==> src/rtl/fsm_master_fifo_nch_if.sv <==
// fsm_master_fifo_nch_if: relay, transmitter and counter handshake bundle for the N-channel sequencer
interface fsm_master_fifo_nch_if #(
  parameter int N_CH = 4,
  parameter int SS_W = 3
);
  logic            rd;
  logic            we;
  logic            tx_ready;
  logic [N_CH-1:0] hitr;
  logic [N_CH-1:0] ch_en;
  logic [SS_W-1:0] ss_f;
  logic [1:0]      sel;
  logic [N_CH-1:0] en_cr;
  logic            en_cw;
  logic            clear;
  logic            read_end;
  logic            timeout_err;
  logic            busy;
  modport master (
    input  rd, we, tx_ready, hitr, ch_en,
    output ss_f, sel, en_cr, en_cw, clear, read_end, timeout_err, busy
  );
  modport slave (
    output rd, we, tx_ready, hitr, ch_en,
    input  ss_f, sel, en_cr, en_cw, clear, read_end, timeout_err, busy
  );
endinterface

==> src/rtl/fsm_master_fifo_nch.sv <==
// fsm_master_fifo_nch: N-channel master sequencer for write broadcasts and round-robin read sweeps
module fsm_master_fifo_nch #(
  parameter int N_CH      = 4,
  parameter int SS_W      = 3,
  parameter int TO_CYCLES = 1024,
  parameter int TO_W      = 11
) (
  input logic clk,
  input logic rst,
  fsm_master_fifo_nch_if.master bus
);
  localparam int CW = N_CH > 1 ? $clog2(N_CH) : 1;
  localparam logic [TO_W-1:0] TO_LAST = TO_W'(TO_CYCLES - 1);
  typedef enum logic [2:0] {IDLE, WR_REQ, WR, RD_REQ, RD_WAIT, DONE, ABORT} state_t;
  state_t          state, state_d;
  logic [CW-1:0]   cur, cur_d, first_idx, next_idx;
  logic [N_CH-1:0] mask, mask_d;
  logic [TO_W-1:0] to_cnt;
  logic            rd_pend, we_pend, rd_go, we_go, has_next, waiting, expired;
  assign rd_go   = state == IDLE && (bus.rd || rd_pend);
  assign we_go   = state == IDLE && !rd_go && (bus.we || we_pend);
  assign waiting = state == WR_REQ || state == WR || state == RD_REQ || state == RD_WAIT;
  assign expired = TO_CYCLES != 0 && to_cnt == TO_LAST;
  // lowest enabled channel for a new sweep, and next captured channel above cur
  always_comb begin
    first_idx = '0;
    next_idx  = '0;
    has_next  = 1'b0;
    for (int i = N_CH - 1; i >= 0; i--) begin
      if (bus.ch_en[i]) first_idx = CW'(i);
      if (mask[i] && CW'(i) > cur) begin
        next_idx = CW'(i);
        has_next = 1'b1;
      end
    end
  end
  // state, sweep position, request latches and wait-state timer
  always_ff @(posedge clk or negedge rst) begin
    if (!rst) begin
      state   <= IDLE;
      cur     <= '0;
      mask    <= '0;
      rd_pend <= 1'b0;
      we_pend <= 1'b0;
      to_cnt  <= '0;
    end else begin
      state   <= state_d;
      cur     <= cur_d;
      mask    <= mask_d;
      rd_pend <= rd_go ? 1'b0 : rd_pend | bus.rd;
      we_pend <= we_go ? 1'b0 : we_pend | bus.we;
      to_cnt  <= (state_d != state || !waiting) ? '0 : to_cnt + 1'b1;
    end
  end
  // next state: reads win over writes, each wait exits on its strobe or the timer
  always_comb begin
    state_d = state;
    cur_d   = cur;
    mask_d  = mask;
    case (state)
      IDLE:
        if (rd_go) begin
          mask_d  = bus.ch_en;
          cur_d   = first_idx;
          state_d = |bus.ch_en ? RD_REQ : DONE;
        end else if (we_go) state_d = WR_REQ;
      WR_REQ:  state_d = bus.tx_ready ? WR : expired ? ABORT : WR_REQ;
      WR:      state_d = bus.tx_ready ? IDLE : expired ? ABORT : WR;
      RD_REQ:  state_d = bus.tx_ready ? RD_WAIT : expired ? ABORT : RD_REQ;
      RD_WAIT:
        if (bus.hitr[cur]) begin
          state_d = has_next ? RD_REQ : DONE;
          cur_d   = has_next ? next_idx : cur;
        end else if (expired) state_d = ABORT;
      default: state_d = IDLE;
    endcase
  end
  // Moore outputs decoded from registered state and channel index
  always_comb begin
    bus.ss_f        = (state == WR_REQ || state == WR) ? '1 :
                      (state == RD_REQ || state == RD_WAIT) ? SS_W'(cur) + 1'b1 : '0;
    bus.sel         = (state == WR_REQ || state == WR) ? 2'd1 :
                      (state == RD_REQ || state == RD_WAIT) ? 2'd2 : 2'd0;
    bus.en_cr       = state == RD_WAIT ? N_CH'(1) << cur : '0;
    bus.en_cw       = state == WR;
    bus.clear       = state == DONE || state == ABORT;
    bus.read_end    = state == DONE;
    bus.timeout_err = state == ABORT;
    bus.busy        = state != IDLE;
  end
endmodule

==> src/flat_wrapper.sv <==
// flat-port wrapper written by rule: the top's interface ports become plain ports
module fsm_master_fifo_nch_flat 
#(
  parameter int N_CH      = 4,
  parameter int SS_W      = 3,
  parameter int TO_CYCLES = 1024,
  parameter int TO_W      = 11
)
  (clk, rst, bus_rd, bus_we, bus_tx_ready, bus_hitr, bus_ch_en, bus_ss_f, bus_sel, bus_en_cr, bus_en_cw, bus_clear, bus_read_end, bus_timeout_err, bus_busy);
  fsm_master_fifo_nch_if #(.N_CH(N_CH), .SS_W(SS_W)) bus_i ();
  input logic clk;
  input logic rst;
  input wire logic [$bits(bus_i.rd)-1:0] bus_rd;
  input wire logic [$bits(bus_i.we)-1:0] bus_we;
  input wire logic [$bits(bus_i.tx_ready)-1:0] bus_tx_ready;
  input wire logic [$bits(bus_i.hitr)-1:0] bus_hitr;
  input wire logic [$bits(bus_i.ch_en)-1:0] bus_ch_en;
  output wire logic [$bits(bus_i.ss_f)-1:0] bus_ss_f;
  output wire logic [$bits(bus_i.sel)-1:0] bus_sel;
  output wire logic [$bits(bus_i.en_cr)-1:0] bus_en_cr;
  output wire logic [$bits(bus_i.en_cw)-1:0] bus_en_cw;
  output wire logic [$bits(bus_i.clear)-1:0] bus_clear;
  output wire logic [$bits(bus_i.read_end)-1:0] bus_read_end;
  output wire logic [$bits(bus_i.timeout_err)-1:0] bus_timeout_err;
  output wire logic [$bits(bus_i.busy)-1:0] bus_busy;
  assign bus_i.rd = bus_rd;
  assign bus_i.we = bus_we;
  assign bus_i.tx_ready = bus_tx_ready;
  assign bus_i.hitr = bus_hitr;
  assign bus_i.ch_en = bus_ch_en;
  assign bus_ss_f = bus_i.ss_f;
  assign bus_sel = bus_i.sel;
  assign bus_en_cr = bus_i.en_cr;
  assign bus_en_cw = bus_i.en_cw;
  assign bus_clear = bus_i.clear;
  assign bus_read_end = bus_i.read_end;
  assign bus_timeout_err = bus_i.timeout_err;
  assign bus_busy = bus_i.busy;
  fsm_master_fifo_nch #(.N_CH(N_CH), .SS_W(SS_W), .TO_CYCLES(TO_CYCLES), .TO_W(TO_W)) u_core (.clk(clk), .rst(rst), .bus(bus_i));
endmodule
==> config.mk <==
export PLATFORM = sky130hd
export DESIGN_NAME = fsm_master_fifo_nch_flat
export DESIGN_NICKNAME = d
export VERILOG_FILES = /design/src/rtl/fsm_master_fifo_nch_if.sv /design/src/rtl/fsm_master_fifo_nch.sv /design/src/flat_wrapper.sv
export SDC_FILE = /design/constraint.sdc
export NUM_CORES = 1
export LEC_CHECK = 0
export BUFFER_PORTS_ARGS = -buffer_cell sky130_fd_sc_hd__buf_2
export CORE_ASPECT_RATIO = 2
export CORE_MARGIN = 2
export CORE_UTILIZATION = 54
export CTS_CLUSTER_DIAMETER = 100
export DETAILED_ROUTE_END_ITERATION = 8
export PLACE_DENSITY = 0.86
export SYNTH_ARGS = -nofsm -noshare
export SYNTH_HDL_FRONTEND = slang
export SYNTH_SLANG_ARGS = --single-unit
==> constraint.sdc <==
create_clock -name clk -period 2.3 [get_ports clk]
set_input_delay 0.23 -clock clk [delete_from_list [all_inputs] [get_ports clk]]
set_output_delay 0.23 -clock clk [all_outputs]
set_load 0.1 [all_outputs]
; Yosys cells after proc, flatten, opt, wreduce, memory -nomap -nowiden
; Index checks and enable logic that the tools add are counted.
[classes]
muxes = 39
n_reduce_logical = 23
addsub = 2
shifts = 1
mul = 0
div_mod_pow = 0
n_eq_ne = 11
order_cmp = 5
bitwise_logic = 2
[op_table]
columns = cell, n
row1 = 2-to-1 mux 3 bit, 14
row2 = 2-to-1 mux 2 bit, 13
row3 = case mux 3 bit (5 select lines), 1
row4 = "adder 11 x 1 -> 11 bit, second input constant", 1
row5 = "equality test 11 x 10 -> 1 bit, second input constant", 1
row6 = 2-to-1 mux 11 bit, 1
row7 = "equality test 3 bit, second input constant", 3
row8 = logical OR 1 bit, 8
row9 = logical AND 1 bit, 7
row10 = 2-to-1 mux 1 bit, 7
row11 = "equality test 3 x 2 -> 1 bit, second input constant", 2
row12 = "greater-than comparator 1 x 2 -> 1 bit, first input constant", 2
row13 = "greater-than comparator 2 bit, first input constant", 2
row14 = 2-to-1 mux 4 bit, 1
row15 = "inequality test 2 x 1 -> 1 bit, second input constant", 2
row16 = case mux 2 bit (2 select lines), 1
row17 = AND reduction 4 bit, 1
row18 = OR reduction 4 bit, 1
row19 = "left shift 1 x 2 -> 4 bit, first input constant", 1
row20 = "adder 2 x 1 -> 3 bit, second input constant", 1
row21 = "equality test 3 x 1 -> 1 bit, second input constant", 1
row22 = zero test 3 bit, 1
row23 = "less-than comparator 2 x 3 -> 1 bit, second input constant", 1
row24 = inequality test 3 bit, 1
row25 = other kinds (7), 9
[word_totals]
mem_bits_ro = 0
mem_count = 0
output_inout_bits = 14
mem_bits_rw = 0
elab_cells = 89
latch_bits = 0
inputBits = 13
reg_bits = 22

; Logic depth before layout (Yosys ltp)
; Gate-level depths: netlist of run 1.
[logic_depth]
word_depth = 12
mapped_depth = 8
depth_no_buf = 8

; Worst setup path before layout of run 1
; No wires, ideal clock.
[synth_path]
kind = reg-to-output
from = register u_core.state[1]
to = output bus_ss_f[1]
required_time_ps = 2070
stages_incl_launch_ff = 5
path_buffers = 1
setup_slack_ps = -1713
arrival_ps = 3783
path_cell_list = dfrtp_1 > clkbuf_1 > inv_1 > o21ai_0 > a21o_1
[synth_between]
elab_chain_len = 4
word_cells_on_any_way = 8
classes_between = eq/ne (4) / mux (2) / reduce/logical (2)
[synth_rtl]
columns = element, line
row1 = from (decl), fsm_master_fifo_nch.sv:15  ; state_t state, state_d;
row2 = from (signal assigned), fsm_master_fifo_nch.sv:47  ; state <= state_d;
row3 = equality test 3 x 2 -> 1 bit or equality test 3 bit (tied branches), fsm_master_fifo_nch.sv:81  ; (state == RD_REQ || state == RD_WAIT) ? SS_W'(cur) + 1'b1 : '0;
row4 = logical OR 1 bit, fsm_master_fifo_nch.sv:81
row5 = 2-to-1 mux 3 bit, fsm_master_fifo_nch.sv:81
row6 = 2-to-1 mux 3 bit (*), fsm_master_fifo_nch.sv:80  ; bus.ss_f = (state == WR_REQ || state == WR) ? '1 :
row7 = to (decl), flat_wrapper.sv:18  ; output wire logic [$bits(bus_i.ss_f)-1:0] bus_ss_f;
; Mark *: on every way between the ends. The rest lies on a longest branch, timed or not.

; Final worst setup path of run 1
[layout_path]
from = register u_core.state[0]
to = register u_core.to_cnt[3]
[layout_between]
elab_chain_len = 11
word_cells_on_any_way = 21
classes_between = eq/ne (5) / mux (6) / reduce/logical (10)
[layout_rtl]
columns = element, line
row1 = zero test 3 bit, "fsm_master_fifo_nch.sv:20, fsm_master_fifo_nch.sv:21, fsm_master_fifo_nch.sv:60"
row2 = logical AND 1 bit, fsm_master_fifo_nch.sv:20  ; assign rd_go = state == IDLE && (bus.rd || rd_pend);
row3 = zero test 1 bit, fsm_master_fifo_nch.sv:21  ; assign we_go = state == IDLE && !rd_go && (bus.we || we_pend);
row4 = logical AND 1 bit (2 in series), fsm_master_fifo_nch.sv:21
row5 = 2-to-1 mux 3 bit, fsm_master_fifo_nch.sv:66  ; end else if (we_go) state_d = WR_REQ;
row6 = 2-to-1 mux 3 bit, fsm_master_fifo_nch.sv:62  ; if (rd_go) begin
row7 = case mux 3 bit (5 select lines), fsm_master_fifo_nch.sv:60  ; case (state)
row8 = inequality test 3 bit, fsm_master_fifo_nch.sv:52  ; to_cnt <= (state_d != state || !waiting) ? '0 : to_cnt + 1'b1;
row9 = logical OR 1 bit (*), fsm_master_fifo_nch.sv:52
row10 = 2-to-1 mux 11 bit (*), fsm_master_fifo_nch.sv:52
row11 = to (signal assigned), fsm_master_fifo_nch.sv:52
row12 = to (decl), fsm_master_fifo_nch.sv:18  ; logic [TO_W-1:0] to_cnt;
; Marks and branches as above.
; A chain may end at the register's enable or synchronous reset.

==> results of run 1 <==
-- worst max-delay path, delay by kind of cell (launching register included) --
kind	cells	cell delay, ps
and+or+nand+nor	4	670
DFF	1	480
buffers and inverters	2	190
AOI/OAI and AO/OA	2	680
-- cell type report --
type                    instances  area [sq um]
multi-input cells             122         885.9
flip-flops and latches         21         525.5
well taps                      28         35.03
fillers                       202         802.0
inverters                      10         37.54
clock inverters                 1         5.005
repair buffers                 34         205.2
clock buffers                   3         41.29
-- registers in the layout, summed over array words and instances, names as in the netlist --
| name | flops |
|---|---|
| u_core.rd_pend | 1 |
| u_core.mask | 3 |
| u_core.cur | 2 |
| u_core.to_cnt | 11 |
| u_core.state | 3 |
| u_core.we_pend | 1 |
-- cells by family (layout without fill, tap and decap cells) --
family          Yosys count  in the layout  share of synthesized area
simple gates             71             71                     0.2889
xor+xnor                  8              8                    0.04844
flops                    21             21                     0.3633
mux                       4              4                    0.03892
compound gates           33             33                     0.1644
fa+ha+maj                 6              6                    0.05190
buf+inv                  15             48                    0.04412
-- worst max path at each step --
| stage | end | slack [ps] | cells past startpoint |
|---|---|---|---|
| floorplan | bus_ss_f[1] | -330 | 4 |
| global placement | u_core.to_cnt[10] | 280 | 6 |
| detailed placement | u_core.to_cnt[9] | 230 | 6 |
| CTS | bus_ss_f[1] | 200 | 6 |
| global route | u_core.to_cnt[10] | 30 | 8 |
| finish | u_core.to_cnt[3] | 150 | 8 |
-- through the flow --
step | instances | worst slack (ps) | utilization | TNS (ps)
finish | 219 | 149.2 | 0.6839 | 0
global route | 219 | 32.56 | 0.6839 | 0
CTS | 219 | 203.5 | 0.6839 | 0
detailed placement | 214 | 234.1 | 0.6617 | 0
global placement | 214 | 275.5 | 0.6617 | 0
floorplan | 158 | -327.2 | - | -380.5
-- cells in the mapped netlist (all sizes together) (2+ instances only) --
library cell  number  area [sq um]
o221ai             2         23.77
nor3              12         105.1
mux2               3         33.78
ha                 6         75.07
xor2               5         43.79
nand2             10         40.04
inv               10         37.54
o41ai              2         17.52
o22ai              2         12.51
a21o               2         15.01
dfrtp             21         525.5
nand4              4         25.02
and3               4         25.02
o31a               2         17.52
xnor2              3         26.28
clkbuf             4         15.01
nor2              18         67.56
nand2b             3         18.77
o21ai              6         30.03
a21oi              9         45.04
nor2b              4         25.02
nand3b             2         15.01
nor4               3         25.02
nand3              4         20.02
-- routing by layer --
layer / wire, um / part of all wire / vias up
met1: 1275 / 0.34 / 672
met5: 0 / 0 / -
met3: 106 / 0.028 / 16
met4: 222 / 0.059 / 0
met2: 2154 / 0.57 / 45
li1: - / - / 629
==> results by group, run 1 <==
Worst hold path
  – Worst Hold Path EP: u_core.mask[3]
  – WHS Path Cells: 2
  – Hold Crit Class: in -> reg
  – Hold Crit Start: bus_ch_en[3]

CTS
  – Num CTS Buffers: 3
  – CTS tree: yes
  – CTS sink count: 21
  – Cts hold-fix bufs: 1
  – Max clock buf depth: 2
  – Worst skew pair latency: between 200 and 300 ps
  – Post-CTS resize count: 0
  – CTS Root Cell: clkbuf_8
  – Htree depth: 1
  – Clock slew at reported path FFs: 80 ps
  – Postcts setup bufs: 0

Detailed routing
  – Drt initial violations: 35
  – Avg WL per Cell: 17.16 um
  – Vias/cell: 6.219
  – # DRC: 0
  – Detailed Routing Iterations Pass 1: 4
  – Final ANT Viol Nets: 0
  – Vias: 1,362
  – Final wirelength: 3759 um

Global route
  – GR Layer Usage met3: 0.03468
  – Met2 GRT Util: 0.4794
  – Initial antenna violation count: 0
  – GRT overflow: 0
  – Met1 usage: 0.2628
  – Largest net degree at the start of global routing: 22
  – Vias in the first global route: 1,361
  – Gr busiest metal: met2
  – Global-route wire length before repair: ~5900 um
  – GRT Util Overall: 0.2683

Run status
  – Status: finished, final reports clean

Yosys
  – Synth cell types: 45
  – Synth Register Bits: 21
  – Mapped Cells: 158
  – Syn nets: ~180
  – Post-synthesis cell area: ~1400 sq um
  – Post-synth EDFFs: 0
  – Ys Warns: 0
  – Most used flip-flop cell after synthesis: dfrtp_1
  – Async SR Flop Fraction: 1.000
  – Synthesized area per cell: a little over 9 sq um
  – Sequential fraction of the synthesis area: 0.3633

Timing
  – Fin Clk Skew: 8.742 ps
  – Min Tclk post-route: 2151 ps
  – Fin. Hold Viols: 0
  – Achievable frequency: 464.9 MHz
  – Worst Max-Slew Pin Slew: just over 600 ps
  – Setup violations, final: 0
  – Count of pins over their slew limit: 0
  – Max_slew headroom: 0.5906
  – RSZ-0062 raised after global routing: no
  – Final worst path period share: 0.9351
  – Hold Worst Slack: 258.0 ps

Worst setup path
  – Worst reg-to-reg path cell count: 8
  – CP max-delay cell: o311ai_1
  – Crit-path cells: nor2_1, inv_1, nor2_1, inv_1, o311ai_1, a22oi_2, nand2_2, nor3_2
  – Arr. time, crit path: between 2000 and 2500 ps
  – Worst R2R Setup Slack: roughly 150 ps
  – Worst reg2reg startpoint: u_core.state[0]
  – Worst reg2reg endpoint: u_core.to_cnt[3]
  – Slowest cell delay on critical path: around 490 ps
  – Crit Path Max Fanout: 10
  – Critical Path Source Type: register
  – Crit. End Element: register
  – Crit Path Class: reg -> reg
  – Worst EP required: 2440 ps
  – Critical Path Source: u_core.state[0]

Placed design
  – I/O Buffers: 26
  – Final HPWL DP: 2964 um
  – GPL Wtd Cong: 1.027
  – Placed cell area: 1679 sq um

Floorplanning
  – Core area: 2537 sq um
  – Row count: 26
  – Chip Width: 40.60 um
  – IO Pins: 27
  – Starting Density: 0.5700
  – Die Height: 77.19 um
  – Die footprint: about 3100 sq um

Final layout
  – Ant diodes: 0
  – Layout cell share with drive strength beyond 1: 0.3194
  – Commonest non-fill, non-tap cells in the layout: 26 x buf_2, 21 x dfrtp_1, 18 x nor2_1
  – Layout Area Growth over Synthesis: 19.98%
  – Final Cell Area: 1735 sq um
  – Commonest non-fill, non-tap cell in the layout: buf_2
  – Nets: 211

Flow run
  – Max Cap Viol: 0
Power of run 1 is left out: the tool's default activity adds up to more than one toggle a clock period on the data nets, which glitch-free logic cannot reach.
==> inputs of run 2 (changes only) <==
--- a/config.mk
+++ b/config.mk
@@ -5,12 +5,15 @@
 export SDC_FILE = /design/constraint.sdc
 export NUM_CORES = 1
 export LEC_CHECK = 0
+export ABC_AREA = 1
 export BUFFER_PORTS_ARGS = -buffer_cell sky130_fd_sc_hd__buf_2
 export CORE_ASPECT_RATIO = 2
 export CORE_MARGIN = 2
 export CORE_UTILIZATION = 54
 export CTS_CLUSTER_DIAMETER = 100
 export DETAILED_ROUTE_END_ITERATION = 8
+export GPL_ROUTABILITY_DRIVEN = 0
+export MAX_ROUTING_LAYER = met4
 export PLACE_DENSITY = 0.86
 export SYNTH_ARGS = -nofsm -noshare
 export SYNTH_HDL_FRONTEND = slang
==> run 2 against run 1 <==
  * Global-route usage fell by 2.7 points
  * Final cell count rose by 12%
  * Critical endpoint is now bus_ss_f[1]
  * Final area fell by 2.7%
  * Largest cell class unchanged
  * First-iteration DRC count fell by 8.6%
  * Critical path type is now reg -> out
==> results by group, run 2 <==
Detailed routing
  – # DRC: 0 (unchanged)
  – Drt initial violations: 32 (was 35)
  – Final wirelength: 3022 um (was 3759 um)
  – Vias/cell: 5.171 (was 6.219)
  – Final ANT Viol Nets: 0 (unchanged)
  – Avg WL per Cell: 12.33 um (was 17.16 um)
  – Vias: 1,267 (was 1,362)
  – Detailed Routing Iterations Pass 1: 4 (unchanged)

Worst setup path
  – Worst EP required: 2070 ps (was 2440 ps)
  – Worst reg-to-reg path cell count: 10 (was 8)
  – Worst reg2reg startpoint: u_core.cur[0] (was u_core.state[0])
  – Arr. time, crit path: 1900 ps (was 2290 ps)
  – Crit Path Max Fanout: 9 (was 10)
  – CP max-delay cell: dfrtp_1 (was o311ai_1)
  – Worst reg2reg endpoint: u_core.to_cnt[10] (was u_core.to_cnt[3])
  – Worst R2R Setup Slack: 230 ps (was 150 ps)
  – Slowest cell delay on critical path: 460 ps (was 490 ps)
  – Crit. End Element: output pin (was register)
  – Crit Path Class: reg -> out (was reg -> reg)
  – Crit-path cells: nor2_2, inv_1, nor2_2, inv_2, nand2_2, nand2_1, nand2_2, buf_2 (was nor2_1, inv_1, nor2_1, inv_1, o311ai_1, a22oi_2, nand2_2, nor3_2)
  – Critical Path Source Type: register (unchanged)
  – Critical Path Source: u_core.state[0] (unchanged)

Yosys
  – Most used flip-flop cell after synthesis: dfrtp_1 (unchanged)
  – Synth Register Bits: 21 (unchanged)
  – Compound-Gate Fraction of Synth Area: 0.07606 (was 0.1644)
  – Ys Warns: 0 (unchanged)
  – Sequential fraction of the synthesis area: 0.3630 (was 0.3633)
  – Adder-cell share of the synthesized area: 0.05186 (was 0.05190)
  – Synth Area in XOR/XNOR: 0.03630 (was 0.04844)
  – Post-synth EDFFs: 0 (unchanged)
  – Area contributors post-synth: dfrtp_1 36%, nand2_1 12%, nor2_2 5.6% (was dfrtp_1 36%, nor3_2 6.2%, ha_1 5.2%)
  – Post-synthesis cell area: 1448 sq um (was 1446 sq um)
  – Count leader, synth: nand2_1 (was dfrtp_1)
  – Mapped Cells: 187 (was 158)
  – Mux contribution to synthesized area: 0 (was 0.03893)
  – Synth cell types: 30 (was 45)
  – Async SR Flop Fraction: 1.000 (unchanged)
  – Leading area contributor after synthesis: dfrtp_1 (unchanged)
  – Synthesized area per cell: 7.741 sq um (was 9.154 sq um)
  – Post-Synth Simple-Gate Area: 0.3924 (was 0.2889)
  – Largest family of logic cells by synthesized area: simple AND/OR/NAND/NOR gates (unchanged)
  – Syn nets: 206 (was 177)
  – Yosys top cell area share: 0.3630 (was 0.3633)
  – Most instantiated cells after synthesis: 47 x nand2_1, 21 x dfrtp_1, 21 x inv_1 (was 21 x dfrtp_1, 18 x nor2_1, 10 x inv_1)

Global route
  – Vias in the first global route: 1,278 (was 1,361)
  – Initial antenna violation count: 0 (unchanged)
  – GRT overflow: 0 (unchanged)
  – Largest net degree at the start of global routing: 22 (unchanged)
  – GRT Util Overall: 0.2416 (was 0.2683)
  – Global-route wire length before repair: 5278 um (was 5906 um)

Final layout
  – Largest Register: u_core.to_cnt (unchanged)
  – Nets: 237 (was 211)
  – Max FFs per register: 11 (unchanged)
  – Fill count: 235 (was 202)
  – Ant diodes: 0 (unchanged)
  – Final Cell Area: 1689 sq um (was 1735 sq um)
  – Util after Layout: 0.6657 (was 0.6839)
  – Layout cell share with drive strength beyond 1: 0.3272 (was 0.3194)
  – Commonest non-fill, non-tap cell in the layout: nand2_1 (was buf_2)
  – Layout Area Growth over Synthesis: 16.68% (was 19.98%)
  – Non-Filler Instances: 245 (was 219)
  – Commonest non-fill, non-tap cells in the layout: 45 x nand2_1, 24 x buf_2, 21 x inv_1, 21 x dfrtp_1 (was 26 x buf_2, 21 x dfrtp_1, 18 x nor2_1)
  – Largest registers: u_core.to_cnt x11, u_core.mask x3, u_core.state x3 (unchanged)

Worst hold path
  – Worst Hold Path EP: u_core.mask[2] (was u_core.mask[3])
  – Hold Crit Class: in -> reg (unchanged)
  – Hold Crit Start: bus_ch_en[2] (was bus_ch_en[3])
  – WHS Path Cells: 3 (was 2)

Timing
  – Worst Max-Slew Pin Slew: 487.3 ps (was 608.5 ps)
  – Final worst path period share: 0.9247 (was 0.9351)
  – Max_slew headroom: 0.6773 (was 0.5906)
  – Count of pins over their slew limit: 0 (unchanged)
  – RSZ-0062 raised after global routing: no (unchanged)
  – Fin. Hold Viols: 0 (unchanged)
  – Fin Clk Skew: 0.9665 ps (was 8.742 ps)
  – Setup violations, final: 0 (unchanged)
  – Hold Worst Slack: 195.3 ps (was 258.0 ps)
  – Achievable frequency: 470.2 MHz (was 464.9 MHz)
  – Min Tclk post-route: 2127 ps (was 2151 ps)

Floorplanning
  – Core area: 2537 sq um (unchanged)
  – Chip Width: 40.61 um (was 40.60 um)
  – Die Height: 77.22 um (was 77.19 um)
  – IO Pins: 27 (unchanged)
  – Die footprint: 3136 sq um (was 3134 sq um)
  – Row count: 26 (unchanged)
  – Starting Density: 0.5705 (was 0.5700)

Flow run
  – Max Cap Viol: 0 (unchanged)

Placed design
  – I/O Buffers: 26 (unchanged)
  – Final HPWL DP: 2437 um (was 2964 um)
  – # placed instances: 240 (was 214)
  – Placed cell area: 1629 sq um (was 1679 sq um)

CTS
  – Num CTS Buffers: 3 (unchanged)
  – Max clock buf depth: 2 (unchanged)
  – CTS Root Cell: clkbuf_8 (unchanged)
  – CTS tree: yes (unchanged)
  – Worst skew pair latency: 260 ps (about the same)
  – Htree depth: 1 (unchanged)
  – Clock slew at reported path FFs: 70 ps (was 80 ps)
  – CTS sink count: 21 (unchanged)

Run status
  – Status: finished, final reports clean (unchanged)
run 2: cell count changes in the layout (fill, tap and decap cells not counted), sizes merged, moves of 4 or more:
cell   delta
inv      +18
a21oi     -5
nand2    +44
nand3    +12
nor2     +12
o21ai     +4
and3      -4
nor2b     -4
buf       -7
nor3     -10
run 2: worst max path at each step:
stage	to	slack (ps)	cells past startpoint
final	bus_ss_f[1]	170	8
after global routing	bus_ss_f[1]	10	8
after CTS	bus_ss_f[0]	50	8
after detailed placement	u_core.to_cnt[10]	240	9
after global placement	u_core.to_cnt[10]	260	10
after floorplan	bus_en_cr[0]	-70	5
run 2: layout make-up:
class	count	area, sq um	area share
Multi-Input combinational cell	137	833.3	0.4933
Inverter	28	105.1	0.06222
Tap cell	28	35.03	0.02074
Clock buffer	4	45.04	0.02667
Timing Repair Buffer	27	145.1	0.08593
Sequential cell	21	525.5	0.3111
run 2: metal layers:
layer	routed length (um)	vias to the layer above	global-route usage
li1	-	645	-
met1	1083	596	0.2495
met2	1807	19	0.4063
met3	52	7	0.04624
met4	80	0	0.1067
met5	0	-	-
run 2: through the flow:
stage	setup TNS, ps	worst slack [ps]
global route	0	11.04
CTS	0	45.59
floorplan	-300.8	-69.99
global placement	0	261.5
finish	0	173.2
detailed placement	0	236.2
run 2: cell families (layout without fill, tap and decap cells):
group / count (synthesis) / count (layout)
AND/OR/NAND/NOR: 108 / 108
buffers and inverters: 29 / 59
flip-flops: 21 / 21
AO/OA/AOI/OAI: 17 / 17
adder cells (fa/ha/maj): 6 / 6
XOR/XNOR: 6 / 6
run 2: worst max-delay path, delay by kind of cell, from the launching register on:
kind | cells | cell delay (ps)
buffers and inverters | 3 | 610
flip-flops | 1 | 460
AND/OR/NAND/NOR | 5 | 560
run 2: what timing repair did:
action / 4_1_cts / 5_1_grt
hold buffers: 1 / 0
endpoints found under the hold margin: 21 / 0
setup buffers: 0 / 0
endpoints found under the setup margin: 0 / 2
resized for setup: 0 / 4
Power of run 2 is left out for the same reason.
